## src/rtl/toggle_bank_arbiter.sv

```systemverilog
// Toggle bank shared by NREQ requesters through a round-robin arbiter.
// Each clock at most one requester wins. The winner's indexed bit in q flips
// on the same edge that raises its one-hot grant.
// Optional feature: define TOGGLE_BANK_ARBITER_CLEAR_EN to add a synchronous
// clr input that zeroes the bank and suppresses the grant for that edge.
module toggle_bank_arbiter #(
    parameter int unsigned NREQ  = 4,
    parameter int unsigned WIDTH = 8,
    parameter int unsigned IDXW  = 3
) (
    input  logic                   clk,
    input  logic                   reset,
    input  logic [NREQ-1:0]        req,
    input  logic [NREQ*IDXW-1:0]   req_idx,
`ifdef TOGGLE_BANK_ARBITER_CLEAR_EN
    input  logic                   clr,
`endif
    output logic [NREQ-1:0]        gnt,
    output logic [WIDTH-1:0]       q,
    output logic                   err,
    output logic                   busy
);

    localparam int unsigned PW = (NREQ > 1) ? $clog2(NREQ) : 1;

    logic [PW-1:0]    ptr_q, ptr_d;
    logic [NREQ-1:0]  gnt_q, gnt_d;
    logic [WIDTH-1:0] q_q, q_d;
    logic             err_q, err_d;
    logic             busy_q, busy_d;

    logic             found;
    logic [PW-1:0]    win;
    logic [IDXW-1:0]  win_idx;
    logic             idx_oob;

    // Round-robin search starting at the priority pointer, wrapping past NREQ-1.
    always_comb begin
        logic [PW:0] cand;
        found = 1'b0;
        win   = '0;
        cand  = '0;
        for (int k = 0; k < NREQ; k++) begin
            cand = {1'b0, ptr_q} + (PW+1)'(k);
            if (cand >= (PW+1)'(NREQ)) begin
                cand = cand - (PW+1)'(NREQ);
            end
            if (!found && req[cand[PW-1:0]]) begin
                found = 1'b1;
                win   = cand[PW-1:0];
            end
        end
    end

    // Only the winner's index matters; an index past the bank raises err.
    always_comb begin
        win_idx = req_idx[32'(win)*IDXW +: IDXW];
        idx_oob = (32'(win_idx) >= WIDTH);
    end

    // Next-state: grant, toggle, pointer advance; clr (when built) overrides.
    always_comb begin
        ptr_d  = ptr_q;
        gnt_d  = '0;
        q_d    = q_q;
        err_d  = 1'b0;
        busy_d = 1'b0;

        if (found) begin
            gnt_d  = NREQ'(1) << win;
            busy_d = 1'b1;
            err_d  = idx_oob;
            ptr_d  = (32'(win) == NREQ - 1) ? '0 : win + PW'(1);
            for (int b = 0; b < WIDTH; b++) begin
                if (!idx_oob && (32'(win_idx) == b)) begin
                    q_d[b] = ~q_q[b];
                end
            end
        end

`ifdef TOGGLE_BANK_ARBITER_CLEAR_EN
        // Clear wins over arbitration; pending requests simply retry next edge.
        if (clr) begin
            ptr_d  = ptr_q;
            gnt_d  = '0;
            q_d    = '0;
            err_d  = 1'b0;
            busy_d = 1'b0;
        end
`endif
    end

    // State registers with synchronous active-high reset.
    always_ff @(posedge clk) begin
        if (reset) begin
            ptr_q  <= '0;
            gnt_q  <= '0;
            q_q    <= '0;
            err_q  <= 1'b0;
            busy_q <= 1'b0;
        end else begin
            ptr_q  <= ptr_d;
            gnt_q  <= gnt_d;
            q_q    <= q_d;
            err_q  <= err_d;
            busy_q <= busy_d;
        end
    end

    assign gnt  = gnt_q;
    assign q    = q_q;
    assign err  = err_q;
    assign busy = busy_q;

endmodule

```

## config.mk

```make
export PLATFORM = sky130hd
export DESIGN_NAME = toggle_bank_arbiter
export DESIGN_NICKNAME = d
export VERILOG_FILES = /design/src/rtl/toggle_bank_arbiter.sv
export SDC_FILE = /design/constraint.sdc
export NUM_CORES = 1
export LEC_CHECK = 0
export BUFFER_PORTS_ARGS = -buffer_cell sky130_fd_sc_hd__buf_2
export CORE_UTILIZATION = 42
export DETAILED_ROUTE_END_ITERATION = 8
export PLACE_DENSITY = 0.71
export SYNTH_ARGS = -nofsm -noshare
export SYNTH_HDL_FRONTEND = slang
export SYNTH_SLANG_ARGS = --single-unit
export TNS_END_PERCENT = 1
```

## constraint.sdc

```tcl
create_clock -name clk -period 2.5 [get_ports clk]
set_clock_uncertainty 0.15 [all_clocks]
set_input_delay 0.5 -clock clk [delete_from_list [all_inputs] [get_ports clk]]
set_output_delay 0.5 -clock clk [all_outputs]
set_load 0.02 [all_outputs]
```

# Word-level counts from Yosys, hierarchy flattened
# Cells that the tools add are included.
[classes]
n_addsub = 8
n_mul = 1
n_lt_le_gt_ge = 8
n_eq_ne = 8
n_shift = 2
muxes = 22
n_bitwise = 9
reduce_logical = 16
[ops]
columns = ["op", "n"]
rows = [
  ["$mux W2", 9],
  ["$reduce_and A2 Y1", 8],
  ["$eq A3 B3 Y1 const B", 4],
  ["$lt A2 B3 Y1 const B", 4],
  ["$shiftx A12 B5 Y3", 1],
  ["$ge A3 B3 Y1 const B", 3],
  ["$mux W1", 9],
  ["$not A1 Y1", 9],
  ["$bmux W1 S2", 4],
  ["$sub A2 B1 Y2 const B", 4],
  ["$add A2 B2 Y3 const B", 2],
  ["$eq A3 B2 Y1 const B", 2],
  ["$mul A2 B2 Y4 const B", 1],
  ["$shl A1 B2 Y4 const A", 1],
  ["$add A2 B1 Y3 const B", 1],
  ["$eq A3 B1 Y1 const B", 1],
  ["$ge A2 B3 Y1 const B", 1],
  ["$logic_and A1 B1 Y1", 3],
  ["$logic_not A1 Y1", 3],
  ["$logic_not A3 Y1", 1],
  ["$add A2 B1 Y2 const B", 1],
  ["$eq A2 B2 Y1 const B", 1],
  ["$reduce_or A2 Y1", 1],
]
[totals]
register_bits = 15
input_bits = 18
wordCells = 85

# Depth between registers and ports, before layout
# Gate-level depths: netlist (run 1).
[depth]
ltp_word = 18
depth_mapped = 8
ltp_nobuf = 7

# Worst setup path after synthesis (run 1)
# Ideal clock, no wire load.
[synth_path]
path_kind = "input to register"
start = "input port req[2]"
end = "register q_q[4] (netlist: q[4])"
arrival_ns = 2.236
t_required_ns = 2.227
setup_slack_ns = -0.010
path_stages = 8
cell_sequence = "mux2i_1 > o22ai_1 > or3_1 > buf_4 > mux2i_1 > mux2_2 > nor4_1 > mux2_1"
[synth_via]
elab_chain_len = 16
elab_cells_between_ends = 26
classes_between = "1 x mul; 1 x eq/ne; 1 x shift; 16 x mux; 7 x reduce/logical"
[synth_lines]
columns = ["item", "line_no", "text"]
rows = [
  ["start: declaration", "13", "input logic [NREQ-1:0] req,"],
  ["$bmux W1 S2", "48", "if (!found && req[cand[PW-1:0]]) begin"],
  ["$mux W1 (not written as such)", "48", ""],
  ["$mux W1", "48", ""],
  ["$logic_not A1 Y1", "48", ""],
  ["$logic_and A1 B1 Y1", "48", ""],
  ["$mux W1", "48", ""],
  ["$logic_not A1 Y1", "48", ""],
  ["$logic_and A1 B1 Y1", "48", ""],
  ["$mux W1", "48", ""],
  ["$logic_not A1 Y1", "48", ""],
  ["$logic_and A1 B1 Y1", "48", ""],
  ["$mux W2", "48", ""],
  ["$mul A2 B2 Y4", "57", "win_idx = req_idx[32'(win)*IDXW +: IDXW];"],
  ["$shiftx A12 B5 Y3", "57", ""],
  ["$eq A3 B3 Y1", "75", "if (!idx_oob && (32'(win_idx) == b)) begin"],
  ["$reduce_and A2 Y1 (no source line) *", "--", ""],
  ["end signal: assignment", "104", "q_q <= q_d;"],
  ["end: declaration", "28", "logic [WIDTH-1:0] q_q, q_d;"],
]
# Mark *: on every way between the ends. The rest lies on a longest branch, timed or not. The select of a mux whose other input is x is not followed.
# A chain may end at the register's enable or synchronous reset.

# Worst setup path after layout (run 1)
[layout_path]
start = "register ptr_q[1]"
end = "register q_q[0] (netlist: q[0])"
[layout_via]
elab_chain_len = 18
elab_cells_between_ends = 41
classes_between = "7 x add/sub; 1 x mul; 4 x order compare; 1 x shift; 20 x mux; 8 x reduce/logical"
[layout_lines]
columns = ["item", "line_no", "text"]
rows = [
  ["start: declaration", "26", "logic [PW-1:0] ptr_q, ptr_d;"],
  ["start signal: assignment", "102", "ptr_q <= ptr_d;"],
  ["branches (longest 17 deep; another with $add A2 B1 Y3)", "--", ""],
  ["$reduce_and A2 Y1 (no source line) *", "--", ""],
]
# Every way passes the cells marked *. The select of a mux whose other input is x is not followed.

==> results.rst, run 1 <==
.. list-table::
   :header-rows: 1

   * - Metric
     - Value
   * - Number of enable flip-flop cells after synthesis
     - 0
   * - Static leakage
     - 0.572 nW
   * - Max-slew violation count
     - 0
   * - Maximum fanout count along the critical path
     - 6
   * - Max-cap violations
     - 0
   * - Routed via count divided by cell count
     - 5.25
   * - Layout Cell Area excl Fill
     - 1280 sq um
   * - Critical Path AT
     - 2.52 ns
   * - Standard-cell row count
     - 15
   * - Power per cell area
     - 687 nW/um^2
   * - Path class of the lowest-slack min-delay path
     - flop to flop
   * - Wire length of the first global-routing pass
     - 2.81 mm
   * - CP Launch Type
     - flop
   * - Post-route DRC violation count
     - 0
   * - Hold Vio Cnt, Final
     - 0
   * - Area of the die
     - 2140 sq um
   * - CTS H-tree lvls
     - 1
   * - Share of final-layout standard cells stronger than drive strength 1
     - 56.1%
   * - CTS Buffer Depth
     - 2
   * - Height of the die
     - 46.3 um
   * - Netlist cell types
     - 22
   * - Cell types with the largest area share after synthesis
     - dfxtp_1, mux2i_1, mux2_1
   * - Area added between synthesis and finish
     - 55.7%
   * - Chip width
     - 46.3 um
   * - Average detailed-routed wire length per instance
     - 14.2 um
   * - Total Routed Length
     - 2.23 mm
   * - Run status
     - complete, no violations
   * - Required time reported for the critical path endpoint
     - 2.53 ns
   * - Share of synthesized registers carrying an async set or reset
     - 0%
   * - Dominant delay contributor by cell family on the critical path
     - multiplexers
   * - Count leader, synth
     - dfxtp_1
   * - Post-CTS clock slew at the launch and capture registers of the worst setup and hold paths
     - 0.09 ns
   * - Vias in the first global route
     - 725
   * - Most common flop cell mapped by yosys
     - dfxtp_1
   * - Placed inst area
     - 1060 sq um
   * - Number of nets produced by synthesis
     - 110
   * - Global Route Usage Sum
     - 18.6%
   * - Worst supply voltage drop on vdd
     - 506 uV
   * - Largest stage delay on the critical path
     - 0.40 ns
   * - Max-slew headroom at the worst pin
     - 66.2%
   * - CP Cell Sequence
     - mux2i_1 > o22ai_1 > or3_4 > mux2i_1 > mux2i_2 > nor4_2 > mux2_1
   * - Achievable frequency
     - 402 MHz
   * - Number of synthesized register bits
     - 15
   * - Number of antenna repair diodes
     - 0
   * - Gate count after technology mapping
     - 92
   * - I/O pin count
     - 32
   * - Count of input and output buffers
     - 30
   * - Final setup fails
     - 0
   * - Kind of end point of the critical path
     - flop
   * - Final core occ
     - 72.0%
   * - Antenna violations before repair
     - 0
   * - Fraction of the yosys area taken by sequential cells
     - 36.4%
   * - Placer's final routability congestion estimate
     - 0.728
   * - Clock Root Buffer
     - clkbuf_4
   * - Cts bufs inserted
     - 3
   * - Count of nets left with antenna violations after detail routing
     - 0
   * - Post-layout total power
     - 0.882 mW
   * - Hold buffer count at cts
     - 0
   * - Unrepaired setup endpoints after global routing
     - yes
   * - Post-Synthesis Cell Area
     - 825 sq um
   * - Category of the most critical setup path
     - flop to flop
   * - Share of the synthesized area in the top cell type
     - 36.4%
   * - Std-Cell Core Area
     - 1780 sq um
   * - Detailed router's first-iteration violation count
     - 10
   * - Commonest cells in the netlist
     - dfxtp_1, nor2_1, mux2i_1
   * - Final layout net count
     - 151
   * - Avg Inst Size Synth
     - 8.96 sq um
   * - Final-layout worst hold slack
     - 0.417 ns
   * - Clock Sinks
     - 15
   * - Total buffers and inverters traversed by the critical path
     - 0
   * - Residual overflow from global routing
     - 0
   * - Number of vias in the routed layout
     - 825
   * - TritonCTS clock tree
     - built
   * - Time the final worst path needs with I/O delays and setup
     - 2.49 ns
   * - Detail Placement HPWL
     - 1.45 mm
   * - Initial Util
     - 46.2%
   * - Cell with the most instances on the worst path
     - mux2i_1
   * - Pre-antenna DRT Iters
     - 4
   * - Post-synth top area cell
     - dfxtp_1
   * - Maximum number of pins on one net before global-route repair
     - 20
   * - Insertion delay of the later-clocked pin in the worst-skew pair
     - 0.29 ns
   * - Worst path slowest cell
     - or3_4
   * - Number of warnings issued by yosys
     - 0
   * - Worst setup slack for register-to-register paths
     - 0.01 ns
   * - Measured slew at the worst slew-check pin
     - 0.497 ns
   * - Share of the clock period used by the worst path after layout
     - 99.5%
==> state kept, by name, summed over array words and instances, names as in the netlist <==
name and flops:
ptr_q 2, busy 1, q 8, gnt 4
==> layer usage <==
| metal | share of wire (%) | track usage, % | routed length, um |
|---|---|---|---|
| met1 | 42 | 19.1 | 935 |
| met2 | 52 | 35.0 | 1160 |
| met3 | 3.2 | 3.53 | 71 |
| met4 | 2.5 | 8.82 | 56 |
| met5 | 0 | 0 | 0 |
==> final timing paths <==
kind | start | to | depth (start not counted)
hold / removal | q[3] | q[3] | 2
hold reg to reg | q[3] | q[3] | 2
setup / recovery | ptr_q[1] | q[0] | 7
setup reg to reg | ptr_q[1] | q[0] | 7
==> area by class of cell <==
class,instances,area (sq um)
multi-input cells,69,673
fillers,133,499
repair buffers,42,244
flip-flops and latches,15,302
well taps,25,31.3
inverters,2,7.51
clock buffers,4,26.3
==> layout by cell type, fill, tap and decap left out <==
| master | instances |
|---|---|
| a21oi_1 | 4 |
| a21oi_2 | 1 |
| and3_1 | 1 |
| buf_2 | 30 |
| buf_4 | 11 |
| buf_6 | 1 |
| clkbuf_1 | 1 |
| clkbuf_4 | 3 |
| conb_1 | 1 |
| dfxtp_1 | 14 |
| dfxtp_2 | 1 |
| inv_1 | 2 |
| mux2_1 | 3 |
| mux2_4 | 8 |
| mux2i_1 | 4 |
| mux2i_2 | 6 |
| mux2i_4 | 1 |
| nand2_1 | 1 |
| nand2b_1 | 2 |
| nand3b_1 | 1 |
| nor2_1 | 12 |
| nor2b_1 | 8 |
| nor3_1 | 2 |
| nor3_2 | 1 |
| nor3b_1 | 1 |
| nor4_2 | 3 |
| nor4_4 | 6 |
| o22ai_1 | 1 |
| or2_2 | 1 |
| or3_4 | 1 |
==> where the power goes <==
group          switching (mW)  total, mW  internal [mW]
clock network          0.0790      0.141         0.0621
registers              0.0219      0.299          0.277
logic                   0.234      0.443          0.208
==> kinds of logic after synthesis <==
kind of cell    Yosys count  share of synthesized area [%]
compound gates            6                           3.79
buf+inv                   8                           4.70
flops                    15                           36.4
mux                      22                           28.4
other cells               1                          0.455
simple gates             40                           26.3
==> metrics by stage <==
step	std cells	setup WS [ns]	setup TNS (ns)
final	157	0.0128	0
after global routing	157	-0.0790	-0.396
after CTS	156	0.00231	0
after detailed placement	152	-0.350	-2.32
after global placement	152	-0.282	-1.73
after floorplan	92	-0.00970	-0.0388
==> worst min-delay path, cell delays in order (launching register included) <==
cell     delay [ns]
dfxtp_1        0.33
nor2_1         0.09
mux2_1         0.12
==> timing repair <==
action,CTS,global route
setup buffers,0,1
pin swaps,0,4
setup endpoints to repair,6,8
gates resized for setup,6,30
(Power assumes the default switching activity.)
==> run 2, diff against run 1 <==
--- a/config.mk
+++ b/config.mk
@@ -6,9 +6,10 @@
 export NUM_CORES = 1
 export LEC_CHECK = 0
 export BUFFER_PORTS_ARGS = -buffer_cell sky130_fd_sc_hd__buf_2
-export CORE_UTILIZATION = 42
+export CORE_UTILIZATION = 44
+export CTS_BUF_LIST = sky130_fd_sc_hd__clkbuf_2 sky130_fd_sc_hd__clkbuf_4 sky130_fd_sc_hd__clkbuf_8
 export DETAILED_ROUTE_END_ITERATION = 8
-export PLACE_DENSITY = 0.71
+export PLACE_DENSITY = 0.74
 export SYNTH_ARGS = -nofsm -noshare
 export SYNTH_HDL_FRONTEND = slang
 export SYNTH_SLANG_ARGS = --single-unit
==> run 2 against run 1 <==
Via count up 1.6%. Maximum frequency up 0.44%. Power down 0.73%. Critical path depth up 1. Final cell count up 1.9%. Combinational power down 2%. Critical endpoint is now q[1]. Largest power group unchanged.
==> results.rst, run 2 (synthesis gave the netlist of run 1 again) <==
.. list-table::
   :header-rows: 1

   * - Metric
     - Value
   * - Largest register FFs
     - 8
   * - Area added between synthesis and finish
     - 57.2%
   * - Detail Placement HPWL
     - 1.54 mm
   * - Antenna violations before repair
     - 0
   * - Final-layout worst hold slack
     - 0.414 ns
   * - Time the final worst path needs with I/O delays and setup
     - 2.48 ns
   * - Max-cap violations
     - 0
   * - Category of the most critical setup path
     - flop to flop
   * - Number of vias in the routed layout
     - 838
   * - Max-slew violation count
     - 0
   * - Critical Path AT
     - 2.50 ns
   * - Dominant delay contributor by cell family on the critical path
     - multiplexers
   * - Final Worst Setup Slack
     - 0.0238 ns
   * - Required time reported for the critical path endpoint
     - 2.53 ns
   * - Final cell count without fillers
     - 160
   * - Area of the die
     - 2050 sq um
   * - Reg2Reg Launch Point
     - ptr_q[1]
   * - Path class of the lowest-slack min-delay path
     - flop to flop
   * - Share of the clock period used by the worst path after layout
     - 99.0%
   * - Worst Reg-to-Reg Cells
     - 8
   * - Static leakage
     - 0.590 nW
   * - Final setup fails
     - 0
   * - Count of input and output buffers
     - 30
   * - Measured slew at the worst slew-check pin
     - 0.555 ns
   * - Placer's final routability congestion estimate
     - 0.784
   * - Area used by multi-input combinational logic
     - 656 sq um
   * - Total Routed Length
     - 2.38 mm
   * - Post-route DRC violation count
     - 0
   * - CP Launch Type
     - flop
   * - Pre-antenna DRT Iters
     - 4
   * - Total buffers and inverters traversed by the critical path
     - 1
   * - Post-layout total power
     - 0.876 mW
   * - Final core occ
     - 74.3%
   * - Standard-cell row count
     - 15
   * - Achievable frequency
     - 404 MHz
   * - Detailed router's first-iteration violation count
     - 9
   * - Chip width
     - 45.3 um
   * - Share of final-layout standard cells stronger than drive strength 1
     - 54.8%
   * - Maximum number of pins on one net before global-route repair
     - 20
   * - Wire length of the first global-routing pass
     - 3.12 mm
   * - Post-placement setup slack
     - -0.404 ns
   * - Worst supply voltage drop on vdd
     - 479 uV
   * - CTS Buffer Depth
     - 2
   * - Average detailed-routed wire length per instance
     - 14.9 um
   * - Unrepaired setup endpoints after global routing
     - yes
   * - Worst setup slack for register-to-register paths
     - 0.02 ns
   * - Number of antenna repair diodes
     - 0
   * - Layout Cell Area excl Fill
     - 1300 sq um
   * - Hold Vio Cnt, Final
     - 0
   * - Hold endpoint
     - q[5]
   * - Worst path slowest cell
     - or3_4
   * - Residual overflow from global routing
     - 0
   * - Routed via count divided by cell count
     - 5.24
   * - Clock Sinks
     - 15
   * - Std-Cell Core Area
     - 1750 sq um
   * - Run status
     - complete, no violations
   * - Cts bufs inserted
     - 3
   * - Clock Root Buffer
     - clkbuf_4
   * - Insertion delay of the later-clocked pin in the worst-skew pair
     - 0.28 ns
   * - CTS H-tree lvls
     - 1
   * - Height of the die
     - 45.3 um
   * - Max-slew headroom at the worst pin
     - 62.3%
   * - Global Route Usage Sum
     - 21.0%
   * - Final layout net count
     - 154
   * - Total Neg Setup Slack
     - 0 ns
   * - Power per cell area
     - 676 nW/um^2
   * - CP Cell Sequence
     - buf_6 > nand2b_4 > a21oi_2 > or3_4 > mux2i_1 > mux2i_2 > nor4_2 > mux2_1
   * - Startpoint of the tightest hold check path
     - q[5]
   * - Post-CTS clock slew at the launch and capture registers of the worst setup and hold paths
     - 0.08 ns
   * - Worst hold path depth
     - 2
   * - Count of nets left with antenna violations after detail routing
     - 0
   * - TritonCTS clock tree
     - built
   * - # placed instances
     - 151
   * - Kind of end point of the critical path
     - flop
   * - Placed inst area
     - 1050 sq um
   * - Capture instance of the worst register-to-register path
     - q[1]
   * - Maximum fanout count along the critical path
     - 5
   * - Top library cells by usage in the layout, fill and taps aside
     - buf_2, dfxtp_1, buf_4
   * - I/O pin count
     - 32
   * - Initial Util
     - 47.2%
   * - Vias in the first global route
     - 748
   * - Filler cell count
     - 141
   * - Leading cell type in the layout, fill and taps excluded
     - buf_2
   * - Largest stage delay on the critical path
     - 0.42 ns
   * - Storage cell area
     - 302 sq um
run 2: report_power, final:
group | internal (mW) | switching, mW | total (mW)
Combinational | 0.196 | 0.235 | 0.432
Sequential | 0.277 | 0.0211 | 0.298
Clock | 0.0729 | 0.0735 | 0.146
Total | 0.546 | 0.330 | 0.876
run 2: how the worst max path moves through the flow:
stage	cells past startpoint	startpoint	end	slack, ns
3_5_place_dp	9	req[2]	q[7]	-0.40
6_report	8	ptr_q[1]	q[1]	0.02
4_1_cts	7	ptr_q[1]	q[6]	0.006
5_1_grt	9	ptr_q[1]	q[4]	-0.04
2_1_floorplan	8	req[2]	q[4]	-0.01
3_3_place_gp	9	req[0]	q[5]	-0.25
run 2: final cells by class:
type / count / area share [%]
clock buffers: 4 / 2.32
multi-input cells: 69 / 50.6
inverters: 2 / 0.579
flip-flops and latches: 15 / 23.3
repair buffers: 45 / 20.8
well taps: 25 / 2.41
run 2: worst min-delay path: stages, from the launching register on:
cell,delay (ns)
dfxtp_1,0.33
nor2_1,0.09
mux2_1,0.12
run 2: timing repair:
item                       in CTS  in global routing
setup buffers                   0                  5
setup endpoints to repair       8                  8
hold buffers                    0                  0
pin swaps                       0                  5
gates resized for setup         4                 28
run 2: routing by layer:
layer	routed length, um	up-vias	track usage [%]
met2	1320	24	39.4
met4	51	0	3.03
li1	-	408	-
met5	0	-	0
met1	908	402	23.8
met3	97	4	6.00
==> run 3, diff against run 2 <==
--- a/config.mk
+++ b/config.mk
@@ -6,10 +6,12 @@
 export NUM_CORES = 1
 export LEC_CHECK = 0
 export BUFFER_PORTS_ARGS = -buffer_cell sky130_fd_sc_hd__buf_2
-export CORE_UTILIZATION = 44
+export CORE_MARGIN = 1.5
+export CORE_UTILIZATION = 40
 export CTS_BUF_LIST = sky130_fd_sc_hd__clkbuf_2 sky130_fd_sc_hd__clkbuf_4 sky130_fd_sc_hd__clkbuf_8
 export DETAILED_ROUTE_END_ITERATION = 8
-export PLACE_DENSITY = 0.74
+export GPL_TIMING_DRIVEN = 0
+export PLACE_DENSITY = 0.68
 export SYNTH_ARGS = -nofsm -noshare
 export SYNTH_HDL_FRONTEND = slang
 export SYNTH_SLANG_ARGS = --single-unit
==> run 3 against run 2 <==
The flow now finishes with violations (setup timing). Sequential share of layout area grew 0.32 points. Utilization shrank 8.4 points. Final cell count shrank 3.8%. Global-route usage shrank 4.3 points. Sequential power is essentially flat. Register-to-register slack lost 0.12 ns. Maximum frequency shrank 5.6%. Critical path type is now input pin to flop. Critical endpoint is now q[5].
==> results.rst, run 3 (synthesis gave the netlist of run 1 again) <==
.. list-table::
   :header-rows: 1

   * - Metric
     - Value
   * - CP Cell Sequence
     - buf_2 > nor4_1 > or3_1 > buf_6 > mux2i_2 > mux2i_4 > nor4_4 > mux2_1
   * - Residual overflow from global routing
     - 0
   * - Area used by multi-input combinational logic
     - 708 sq um
   * - Initial Util
     - 42.5%
   * - Largest stage delay on the critical path
     - 0.55 ns
   * - Static leakage
     - 0.540 nW
   * - Final layout net count
     - 146
   * - Area added between synthesis and finish
     - 55.1%
   * - Chip width
     - 48.4 um
   * - CP Launch Type
     - input pin
   * - Number of vias in the routed layout
     - 810
   * - Total buffers and inverters traversed by the critical path
     - 2
   * - Final setup fails
     - 8
   * - Share of the clock period used by the worst path after layout
     - 105%
   * - Average detailed-routed wire length per instance
     - 14.5 um
   * - Cts bufs inserted
     - 3
   * - Standard-cell row count
     - 16
   * - Post-placement setup slack
     - -0.334 ns
   * - Share of final-layout standard cells stronger than drive strength 1
     - 52.0%
   * - Post-route DRC violation count
     - 0
   * - Kind of end point of the critical path
     - flop
   * - Routed via count divided by cell count
     - 5.26
   * - Clock Root Buffer
     - clkbuf_4
   * - Max-slew headroom at the worst pin
     - 33.7%
   * - Detailed router's first-iteration violation count
     - 6
   * - Dominant delay contributor by cell family on the critical path
     - simple AND/OR/NAND/NOR gates
   * - Count of input and output buffers
     - 29
   * - Largest register FFs
     - 8
   * - CTS Buffer Depth
     - 2
   * - Max-slew violation count
     - 0
   * - Category of the most critical setup path
     - input pin to flop
   * - Path class of the lowest-slack min-delay path
     - flop to flop
   * - Critical Path AT
     - 2.65 ns
   * - Power per cell area
     - 707 nW/um^2
   * - Hold Vio Cnt, Final
     - 0
   * - Total Neg Setup Slack
     - -0.727 ns
   * - Top library cells by usage in the layout, fill and taps aside
     - buf_2, dfxtp_1, nor2_1
   * - Worst path slowest cell
     - nor4_1
   * - Filler cell count
     - 163
   * - Run status
     - finished with violations
   * - Antenna violations before repair
     - 0
   * - Pre-antenna DRT Iters
     - 4
   * - Height of the die
     - 48.4 um
   * - Final cell count without fillers
     - 154
   * - Total Routed Length
     - 2.24 mm
   * - Number of antenna repair diodes
     - 0
   * - Clock Sinks
     - 15
   * - Placer's final routability congestion estimate
     - 0.833
   * - Wire length of the first global-routing pass
     - 3.13 mm
   * - Time the final worst path needs with I/O delays and setup
     - 2.62 ns
   * - Leading cell type in the layout, fill and taps excluded
     - buf_2
   * - Final core occ
     - 65.9%
   * - Measured slew at the worst slew-check pin
     - 0.994 ns
   * - Std-Cell Core Area
     - 1940 sq um
   * - Post-layout total power
     - 0.904 mW
   * - Required time reported for the critical path endpoint
     - 2.53 ns
   * - Vias in the first global route
     - 723
   * - # placed instances
     - 148
   * - Post-CTS clock slew at the launch and capture registers of the worst setup and hold paths
     - 0.08 ns
   * - Area of the die
     - 2340 sq um
   * - CTS H-tree lvls
     - 1
   * - Maximum number of pins on one net before global-route repair
     - 11
   * - Count of nets left with antenna violations after detail routing
     - 0
   * - Max-cap violations
     - 0
   * - Worst supply voltage drop on vdd
     - 495 uV
   * - TritonCTS clock tree
     - built
   * - Achievable frequency
     - 381 MHz
   * - Final Worst Setup Slack
     - -0.124 ns
   * - Unrepaired setup endpoints after global routing
     - yes
   * - Global Route Usage Sum
     - 16.8%
   * - Maximum fanout count along the critical path
     - 6
   * - Storage cell area
     - 302 sq um
   * - Detail Placement HPWL
     - 1.36 mm
   * - I/O pin count
     - 32
   * - Failing checks
     - setup timing
   * - Insertion delay of the later-clocked pin in the worst-skew pair
     - 0.29 ns
==> run 3: power by group <==
part / total [mW] / switching (mW) / internal [mW]
clock network: 0.150 / 0.0774 / 0.0730
logic: 0.456 / 0.248 / 0.208
registers: 0.298 / 0.0211 / 0.277
==> run 3: timing repair <==
action                                  4_1_cts  5_1_grt
endpoints found under the setup margin        8        8
gates cloned                                  0        0
hold buffers                                  0        0
resized for setup                            13       28
pin swaps                                     2        7
setup buffers                                 2        0
==> run 3: cell type report <==
class	instances	area share [%]
timing repair buffer	31	12.5
multi-input combinational	69	55.4
inverter	2	0.587
tap	27	2.64
sequential	15	23.6
clock buffer	4	2.35
buffer	6	2.94
==> run 3: per-layer routing <==
metal,share of wire (%),global-route usage (%),vias up
li1,-,-,392
met1,38,18.9,373
met2,53,30.1,38
met3,7.1,5.86,7
met4,2.4,4.29,0
met5,0,0,-
==> run 3: final timing paths <==
path	end	cells after the start	start	slack [ns]
setup / recovery	q[5]	8	req[0]	-0.12
hold / removal	q[1]	2	q[1]	0.41
setup reg to reg	q[6]	8	ptr_q[1]	-0.10
hold reg to reg	q[1]	2	q[1]	0.41
==> run 3: stage by stage <==
step / hold slack [ns] / cell area, sq um
floorplan: 0.380 / 825
global placement: 0.380 / 1000
detailed placement: 0.393 / 1000
CTS: 0.419 / 1120
global route: 0.459 / 1280
finish: 0.411 / 1280
==> run 3: tightest hold or removal path: cells and delay by family, from the launching register on <==
kind / cells / cell delay (ns)
DFF: 1 / 0.32
and+or+nand+nor: 1 / 0.09
muxes: 1 / 0.12
